**src/rtl/clock_div_ctrl.sv**
```systemverilog
`default_nettype none
// ============================================================================
// Module  : clock_div_ctrl
// Brief   : Run-time programmable clock divider with boundary-aligned reloads.
// Revision: 1.0 - initial release
// ============================================================================
module clock_div_ctrl #(
  parameter int CNT_W       = 8,
  parameter int DEFAULT_DIV = 2
) (
  input  logic             clk_in,
  input  logic             reset,
  input  logic             en,
  input  logic             cfg_valid,
  input  logic [CNT_W-1:0] cfg_div,
  output logic             cfg_ready,
  output logic             cfg_err,
  output logic             busy,
  output logic [CNT_W-1:0] cur_div,
  output logic             clk_out,
  output logic             tick
);

  typedef enum logic [1:0] {
    S_IDLE = 2'd0,
    S_HIGH = 2'd1,
    S_LOW  = 2'd2
  } state_t;

  localparam logic [CNT_W-1:0] c_default_div = CNT_W'(DEFAULT_DIV);
  localparam logic [CNT_W-1:0] c_one         = CNT_W'(1);
  localparam logic [CNT_W-1:0] c_min_div     = CNT_W'(2);

  state_t           r_state, w_state_nxt;
  logic [CNT_W-1:0] r_cnt, w_cnt_nxt;
  logic             r_clk_out, w_clk_out_nxt;
  logic             r_tick, w_tick_nxt;
  logic             r_cfg_err, w_cfg_err_nxt;
  logic             r_busy, w_busy_nxt;
  logic [CNT_W-1:0] r_cur_div, w_cur_div_nxt;
  logic [CNT_W-1:0] r_pend, w_pend_nxt;

  logic [CNT_W-1:0] w_half_hi;
  logic [CNT_W-1:0] w_half_lo;
  logic             w_xfer;
  logic             w_legal;

  // Odd ratios put the extra cycle in the low phase.
  assign w_half_hi = r_cur_div >> 1;
  assign w_half_lo = r_cur_div - w_half_hi;
  assign w_xfer    = cfg_valid && !r_busy;
  assign w_legal   = (cfg_div >= c_min_div);

  always_comb begin
    w_state_nxt   = r_state;
    w_cnt_nxt     = r_cnt;
    w_clk_out_nxt = r_clk_out;
    w_tick_nxt    = 1'b0;
    w_cfg_err_nxt = w_xfer && !w_legal;
    w_busy_nxt    = r_busy;
    w_cur_div_nxt = r_cur_div;
    w_pend_nxt    = r_pend;

    case (r_state)
      S_IDLE: begin
        w_cnt_nxt     = '0;
        w_clk_out_nxt = 1'b0;
        if (w_xfer && w_legal) begin
          w_cur_div_nxt = cfg_div;
        end
        if (en) begin
          w_state_nxt   = S_HIGH;
          w_clk_out_nxt = 1'b1;
          w_tick_nxt    = 1'b1;
        end
      end

      S_HIGH: begin
        if (r_cnt == w_half_hi - c_one) begin
          w_state_nxt   = S_LOW;
          w_cnt_nxt     = '0;
          w_clk_out_nxt = 1'b0;
        end else begin
          w_cnt_nxt = r_cnt + c_one;
        end
        if (w_xfer && w_legal) begin
          w_pend_nxt = cfg_div;
          w_busy_nxt = 1'b1;
        end
      end

      S_LOW: begin
        if (r_cnt == w_half_lo - c_one) begin
          w_cnt_nxt = '0;
          if (r_busy) begin
            w_cur_div_nxt = r_pend;
            w_busy_nxt    = 1'b0;
          end
          if (en) begin
            w_state_nxt   = S_HIGH;
            w_clk_out_nxt = 1'b1;
            w_tick_nxt    = 1'b1;
          end else begin
            w_state_nxt   = S_IDLE;
            w_clk_out_nxt = 1'b0;
          end
        end else begin
          w_cnt_nxt = r_cnt + c_one;
        end
        // A transfer can only occur while not busy, so it never collides with the apply above.
        if (w_xfer && w_legal) begin
          w_pend_nxt = cfg_div;
          w_busy_nxt = 1'b1;
        end
      end

      default: begin
        w_state_nxt   = S_IDLE;
        w_cnt_nxt     = '0;
        w_clk_out_nxt = 1'b0;
      end
    endcase
  end

  always_ff @(posedge clk_in or posedge reset) begin
    if (reset) begin
      r_state   <= S_IDLE;
      r_cnt     <= '0;
      r_clk_out <= 1'b0;
      r_tick    <= 1'b0;
      r_cfg_err <= 1'b0;
      r_busy    <= 1'b0;
      r_cur_div <= c_default_div;
      r_pend    <= c_default_div;
    end else begin
      r_state   <= w_state_nxt;
      r_cnt     <= w_cnt_nxt;
      r_clk_out <= w_clk_out_nxt;
      r_tick    <= w_tick_nxt;
      r_cfg_err <= w_cfg_err_nxt;
      r_busy    <= w_busy_nxt;
      r_cur_div <= w_cur_div_nxt;
      r_pend    <= w_pend_nxt;
    end
  end

  assign cfg_ready = !r_busy;
  assign cfg_err   = r_cfg_err;
  assign busy      = r_busy;
  assign cur_div   = r_cur_div;
  assign clk_out   = r_clk_out;
  assign tick      = r_tick;

endmodule
`default_nettype wire

```
**config.mk**
```make
export PLATFORM = sky130hd
export DESIGN_NAME = clock_div_ctrl
export DESIGN_NICKNAME = d
export VERILOG_FILES = /design/src/rtl/clock_div_ctrl.sv
export SDC_FILE = /design/constraint.sdc
export NUM_CORES = 1
export LEC_CHECK = 0
export ABC_CLOCK_PERIOD_IN_PS = 5470
export CAP_MARGIN = 15
export CELL_PAD_IN_SITES_DETAIL_PLACEMENT = 0
export CELL_PAD_IN_SITES_GLOBAL_PLACEMENT = 1
export CORE_MARGIN = 5
export CORE_UTILIZATION = 47
export DETAILED_ROUTE_END_ITERATION = 6
export PLACE_DENSITY_LB_ADDON = 0.1
export SLEW_MARGIN = 40
export SYNTH_ARGS = -nofsm -noshare
export SYNTH_HDL_FRONTEND = slang
export SYNTH_SLANG_ARGS = --single-unit
export TNS_END_PERCENT = 30
```
**constraint.sdc**
```tcl
create_clock -name clk_in -period 5.47 [get_ports clk_in]
set_input_delay 0.547 -clock clk_in [delete_from_list [all_inputs] [get_ports clk_in]]
set_output_delay 0.547 -clock clk_in [all_outputs]
set_load 0.005 [all_outputs]
```
==> impl_metrics.yaml, run 1 <==
critical_path:
  regToRegSetupSlack_ps: 2320
  r2r-end: "clk_out$_DFFE_PP0P_"
  r2r_cells: 9
  rr_startpoint: "cur_div[4]$_DFFE_PP0P_"
  cp_max_fo: 12
  crit_start: "cur_div[4]$_DFFE_PP0P_"
  crit_type: "flip-flop to flip-flop"
  critPathLaunchType: "flip-flop"
  crit_chain: "inv_1, ha_1, nor2b_1, a21oi_1, a2111oi_0, nor4_1, and4_1, mux2i_1, a211o_1"
  crit_slowest_cell: "and4_1"
  cp-end-kind: "flip-flop"
  worstSetupEndpoint: "clk_out$_DFFE_PP0P_"
  critical_path_arrival_ps: 3310
  cp_slowest_stage_delay_ps: 580
  required_ps: 5640
  critPathTopFamily: "simple AND/OR/NAND/NOR gates"
  path_depth: 9
  crit_buf_inv: 1
synth:
  yosysUniqueCellTypes: 40
  synth_warnings: 0
  ys_seq_area_share_pct: 33.6
  ys_ff_latch: 30
  synth_top_cell_by_area: "dfrtp_1"
  netlist_top_cells_area: "dfrtp_1 31%, ha_1 13%, xnor2_1 6.3%"
  syn_nets: 279
  syn-cell-area_sq_um: 2240
  syn_avg_cell_area_sq_um: 9.22
  synth_top_area_share_pct: 31.3
  synth_cells: 243
floorplanning:
  row_count: 25
  core_area_sq_um: 4660
  pin_count: 25
  die_height_um: 79.1
  die_w_um: 79.1
  start_util_pct: 48.1
  die_area_sq_um: 6250
route:
  vias: 1759
  via_per_inst: 5.43
  drc: 0
  firstDrtPassIters: 4
  drt_wl_total_um: 4850
  routedWlPerCell_um: 15.0
  postRouteAntennaNets: 0
  drtIter0Drc: 63
pwr:
  pwr-share-comb_pct: 61.0
  internal_power_uw: 813
  switching_share_pct: 42.4
  ir_drop_mv: 0.248
  switchingPower_uw: 600
  powerDensity_nw_per_um2: 538
  power.total_uw: 1410
  p_seq_share_pct: 26.1
  leakage_uw: 0.00116
  pwr-share-clk_pct: 12.9
clocking:
  postCtsHoldBufs: 0
  htree_levels: 2
  cts_tree: "yes"
  post_cts.repair.setup_buffers: 0
  cts-buffers-inserted: 5
  clk_path_buf_depth: 2
  cts_sinks: 30
  ctsResizeCount: 0
  root_buffer: "clkbuf_8"
  clk_pin_slew_ps: 60
  clock_latency_ps: 280
global_routing:
  antenna_found_initial: 0
  grt_pass1_vias: 1747
  grt_start_max_net_pins: 31
  grt_pass1_wl_um: 8380
  grt.overflow.total: 0
  grt_use_total_pct: 17.1
layout:
  nets: 305
  diodes: 0
  post-route-util_pct: 56.4
  layout_common_cells: "28 x inv_1, 28 x dfrtp_1, 26 x nor2_1, 24 x clkdlybuf4s50_1, 22 x ha_1"
  drive_gt1_share_pct: 9.26
  area_growth_pct: 17.3
timing:
  finalSetupTns_ps: 0
  period_needed_ps: 3150
  post-route-period-util_pct: 57.5
  rsz0062_at_grt: "no"
  tightest_slew_ps: 752
  relSlewSlack_pct: 49.6
  max_freq_mhz: 318
  timing.final.ws_setup_ps: 2320
  drv_slew: 0
  hold_violations: 0
  holdWs_ps: 508
  finalSetupViolations: 0
  clock_skew_ps: 9.70
placement:
  io_buffers: 24
  gp_congestion: 0.854
  hpwl_um: 3750
  dp_slack_ps: 2310
flow_run:
  drv_cap: 0
min_path:
  hold_path.class: "flip-flop to flip-flop"
run_status:
  outcome: "finished clean"
[area by class of cell]
type | count | area, sq um
Sequential cell | 30 | 753
Inverter | 28 | 105
Clock buffer | 7 | 86.3
Fill cell | 415 | 2030
Multi-Input combinational cell | 179 | 1360
Clock inverter | 1 | 5.00
Tap cell | 54 | 67.6
Timing Repair Buffer | 25 | 248
[metrics by stage]
step	cell area (sq um)	cells
floorplan	2240	243
global placement	2530	316
detailed placement	2530	316
CTS	2630	324
global route	2630	324
finish	2630	324
[worst register-to-register path, delay by kind of cell, from the launching register on]
kind | cells | cell delay [ps]
adders and majority gates | 1 | 350
AOI/OAI and AO/OA | 3 | 760
DFF | 1 | 470
and+or+nand+nor | 3 | 1140
buffers and inverters | 1 | 160
muxes | 1 | 150
[power by group through the flow]
stage          Clock [uW]  Sequential [uW]  Combinational (uW)
2_1_floorplan           0              354                 645
3_3_place_gp            0              372                 857
3_5_place_dp            0              373                 861
4_1_cts               188              370                 869
5_1_grt               202              382                 967
6_report              182              369                 861
[kinds of logic after synthesis]
family / synth area share, %
AND/OR/NAND/NOR: 16.5
XOR/XNOR: 9.38
AO/OA/AOI/OAI: 15.1
flip-flops: 33.6
adder cells (fa/ha/maj): 13.7
buffers and inverters: 5.70
multiplexers: 5.92
[synth_stat cells, drive strengths merged]
cell,n
xor2,8
fa,1
a211oi,1
o311ai,1
clkbuf,6
nand3,10
dfstp,2
a41oi,1
a31o,1
inv,28
a31oi,13
nor2,27
a21oi,10
nor3,6
mux2,10
a2111o,1
and3,2
nor2b,3
nand4,1
nand2,7
nor4,2
nor3b,2
mux2i,2
dfrtp,28
o22a,8
xnor2,16
ha,23
o22ai,2
nand3b,1
or4b,2
a2111oi,2
o21ai,4
a211o,1
nand2b,6
and4,3
a21o,2
[registers in the layout, indices dropped and copies added (netlist names)]
register and cells:
cur_div 8, r_cnt 8, r_pend 8, r_state 2, busy 1, cfg_err 1
clk_out 1, tick 1
[per-layer routing]
metal	routed length (um)	vias to the layer above	global-route usage, %	share of wire (%)
met1	2220	833	21.7	46
li1	-	897	-	-
met3	168	4	3.63	3.5
met4	43	0	5.67	0.89
met5	0	-	0	0
met2	2420	25	29.0	50
[worst min path at each step]
stage                                  endpoint  slack [ps]  depth (start not counted)                   from
after CTS                 r_pend[7]$_DFFE_PP0P_         510                          1  r_pend[7]$_DFFE_PP0P_
after floorplan           r_pend[0]$_DFFE_PP0P_         480                          1  r_pend[0]$_DFFE_PP0P_
after global routing      r_pend[4]$_DFFE_PP0P_         530                          1  r_pend[4]$_DFFE_PP0P_
after detailed placement  r_pend[2]$_DFFE_PP0P_         490                          1  r_pend[2]$_DFFE_PP0P_
final                     r_pend[7]$_DFFE_PP0P_         510                          1  r_pend[7]$_DFFE_PP0P_
after global placement    r_pend[3]$_DFFE_PP0P_         490                          1  r_pend[3]$_DFFE_PP0P_
No activity file was read; power rests on OpenSTA's default activity.
==> run 2: changes to the inputs <==
ABC_CLOCK_PERIOD_IN_PS = 2720   (was 5470)
CORE_UTILIZATION = 39   (was 47)
clock period = 2.72 ns   (was 5.47 ns; I/O delays follow)
==> run 2 against run 1 <==
Against the previous run: non-clock buffer count increased by 31; critical path depth grew 4; first-iteration DRC count increased by 1.6%; largest cell class unchanged; largest power group unchanged.
==> impl_metrics.yaml, run 2 (synthesized netlist as in run 1, its figures left out) <==
run_status:
  outcome: "finished clean"
placement:
  dp_cells: 364
  io_buffers: 24
  hpwl_um: 4200
  place_area_sq_um: 2780
  gp_congestion: 0.819
route:
  postRouteAntennaNets: 0
  routedWlPerCell_um: 15.0
  vias: 1875
  via_per_inst: 5.03
  drc: 0
  drtIter0Drc: 64
  firstDrtPassIters: 7
  drt_wl_total_um: 5580
layout:
  final_common_cell: "buf_4"
  drive_gt1_share_pct: 25.2
  multi_input_area_sq_um: 1500
  fill_cells: 533
  instances_no_fill: 373
  design_area_sq_um: 3050
  nets: 336
  diodes: 0
  layout_common_cells: "30 x buf_4, 28 x dfrtp_1, 25 x inv_1, 24 x nor2_1, 24 x clkdlybuf4s50_1"
  post-route-util_pct: 55.0
  register_area_sq_um: 753
  area_growth_pct: 35.9
global_routing:
  grt_use_total_pct: 15.6
  grt_pass1_vias: 1899
  grt.overflow.total: 0
  use_met2_pct: 26.1
  antenna_found_initial: 0
  use_met1_pct: 20.2
  grt_start_max_net_pins: 31
  grt_pass1_wl_um: 9190
  busiest_layer: "met2"
  met3_usage_pct: 2.98
critical_path:
  r2r_cells: 13
  crit_type: "flip-flop to flip-flop"
  cp_max_fo: 6
  cp-end-kind: "flip-flop"
  required_ps: 2890
  critPathLaunchType: "flip-flop"
  critical_path_arrival_ps: 2850
clocking:
  cts-buffers-inserted: 5
  htree_levels: 2
  cts_sinks: 30
  clk_pin_slew_ps: 60
  postCtsHoldBufs: 0
  root_buffer: "clkbuf_8"
  cts_tree: "yes"
  clk_path_buf_depth: 2
  clock_latency_ps: 280
timing:
  hold_violations: 0
  post-route-period-util_pct: 98.6
  tightest_slew_ps: 421
  finalSetupViolations: 0
  clock_skew_ps: 8.53
  drv_slew: 0
  max_freq_mhz: 373
  rsz0062_at_grt: "yes"
  period_needed_ps: 2680
  relSlewSlack_pct: 71.9
  finalSetupTns_ps: 0
pwr:
  switchingPower_uw: 1530
  ir_drop_mv: 0.422
  leakage_uw: 0.00134
  p_seq_share_pct: 18.8
  pwr-share-clk_pct: 11.9
  switching_share_pct: 42.4
  powerDensity_nw_per_um2: 1180
  internal_power_uw: 2080
  pwr-share-comb_pct: 69.4
floorplanning:
  die_area_sq_um: 7360
  pin_count: 25
  die_height_um: 85.8
  row_count: 27
  start_util_pct: 40.4
  core_area_sq_um: 5540
  die_w_um: 85.8
min_path:
  hold_path.class: "input port to async pin"
flow_run:
  drv_cap: 0
## run 2: cell count changes in the layout (fill, tap and decap cells not counted), sizes merged
cell    change
clkbuf      +1
buf        +31
clkinv      -1
## run 2: path summary, 6_finish.rpt
path	slack, ps	startpoint	end
min in group clk_in	510	r_pend[4]$_DFFE_PP0P_	r_pend[4]$_DFFE_PP0P_
setup reg to reg	40	cur_div[1]$_DFFE_PP1P_	cur_div[3]$_DFFE_PP0P_
max in group asynchronous	2030	reset	cur_div[1]$_DFFE_PP1P_
hold reg to reg	510	r_pend[4]$_DFFE_PP0P_	r_pend[4]$_DFFE_PP0P_
hold / removal	370	reset	r_pend[2]$_DFFE_PP0P_
setup / recovery	40	cur_div[1]$_DFFE_PP1P_	cur_div[3]$_DFFE_PP0P_
## run 2: repair_timing
item | in CTS | in global routing
setup endpoints to repair | 18 | 19
pin swaps | 9 | 7
gates resized for setup | 13 | 16
buffers inserted | 1 | 0
## run 2: area by class of cell
class	count	share of cell area [%]
Timing Repair Buffer	56	16.0
Inverter	28	3.45
Multi-Input combinational cell	179	49.2
Clock buffer	8	3.62
Tap cell	72	2.96
Sequential cell	30	24.7
## run 2: layer usage
metal,vias to the layer above,routed length (um)
li1,958,-
met1,884,2640
met2,23,2700
met3,10,126
met4,0,112
met5,-,0
## run 2: through the flow
step,hold slack (ps),setup slack (ps),total power [uW]
after floorplan,361,-19.8,2010
after global placement,488,-118,2790
after detailed placement,496,-140,2790
after CTS,370,16.7,3410
after global routing,412,-79.1,3890
final,365,37.2,3610
## run 2: power by group through the flow
stage | clock network (uW) | logic [uW] | registers (uW)
2_1_floorplan | 0 | 1300 | 711
3_3_place_gp | 0 | 2110 | 674
3_5_place_dp | 0 | 2110 | 676
4_1_cts | 444 | 2300 | 669
5_1_grt | 461 | 2730 | 695
6_report | 428 | 2500 | 677
## run 2: critical path: stages, from the launching register on
cell and delay, ps:
dfstp_2 530, inv_2 60, ha_4 170, fa_2 390, nand2b_4 100, a21oi_4 80, mux2_2 260, o311ai_2 100
buf_4 160, a41oi_2 170, buf_4 150, nor2_2 40, buf_4 160, o22a_1 190
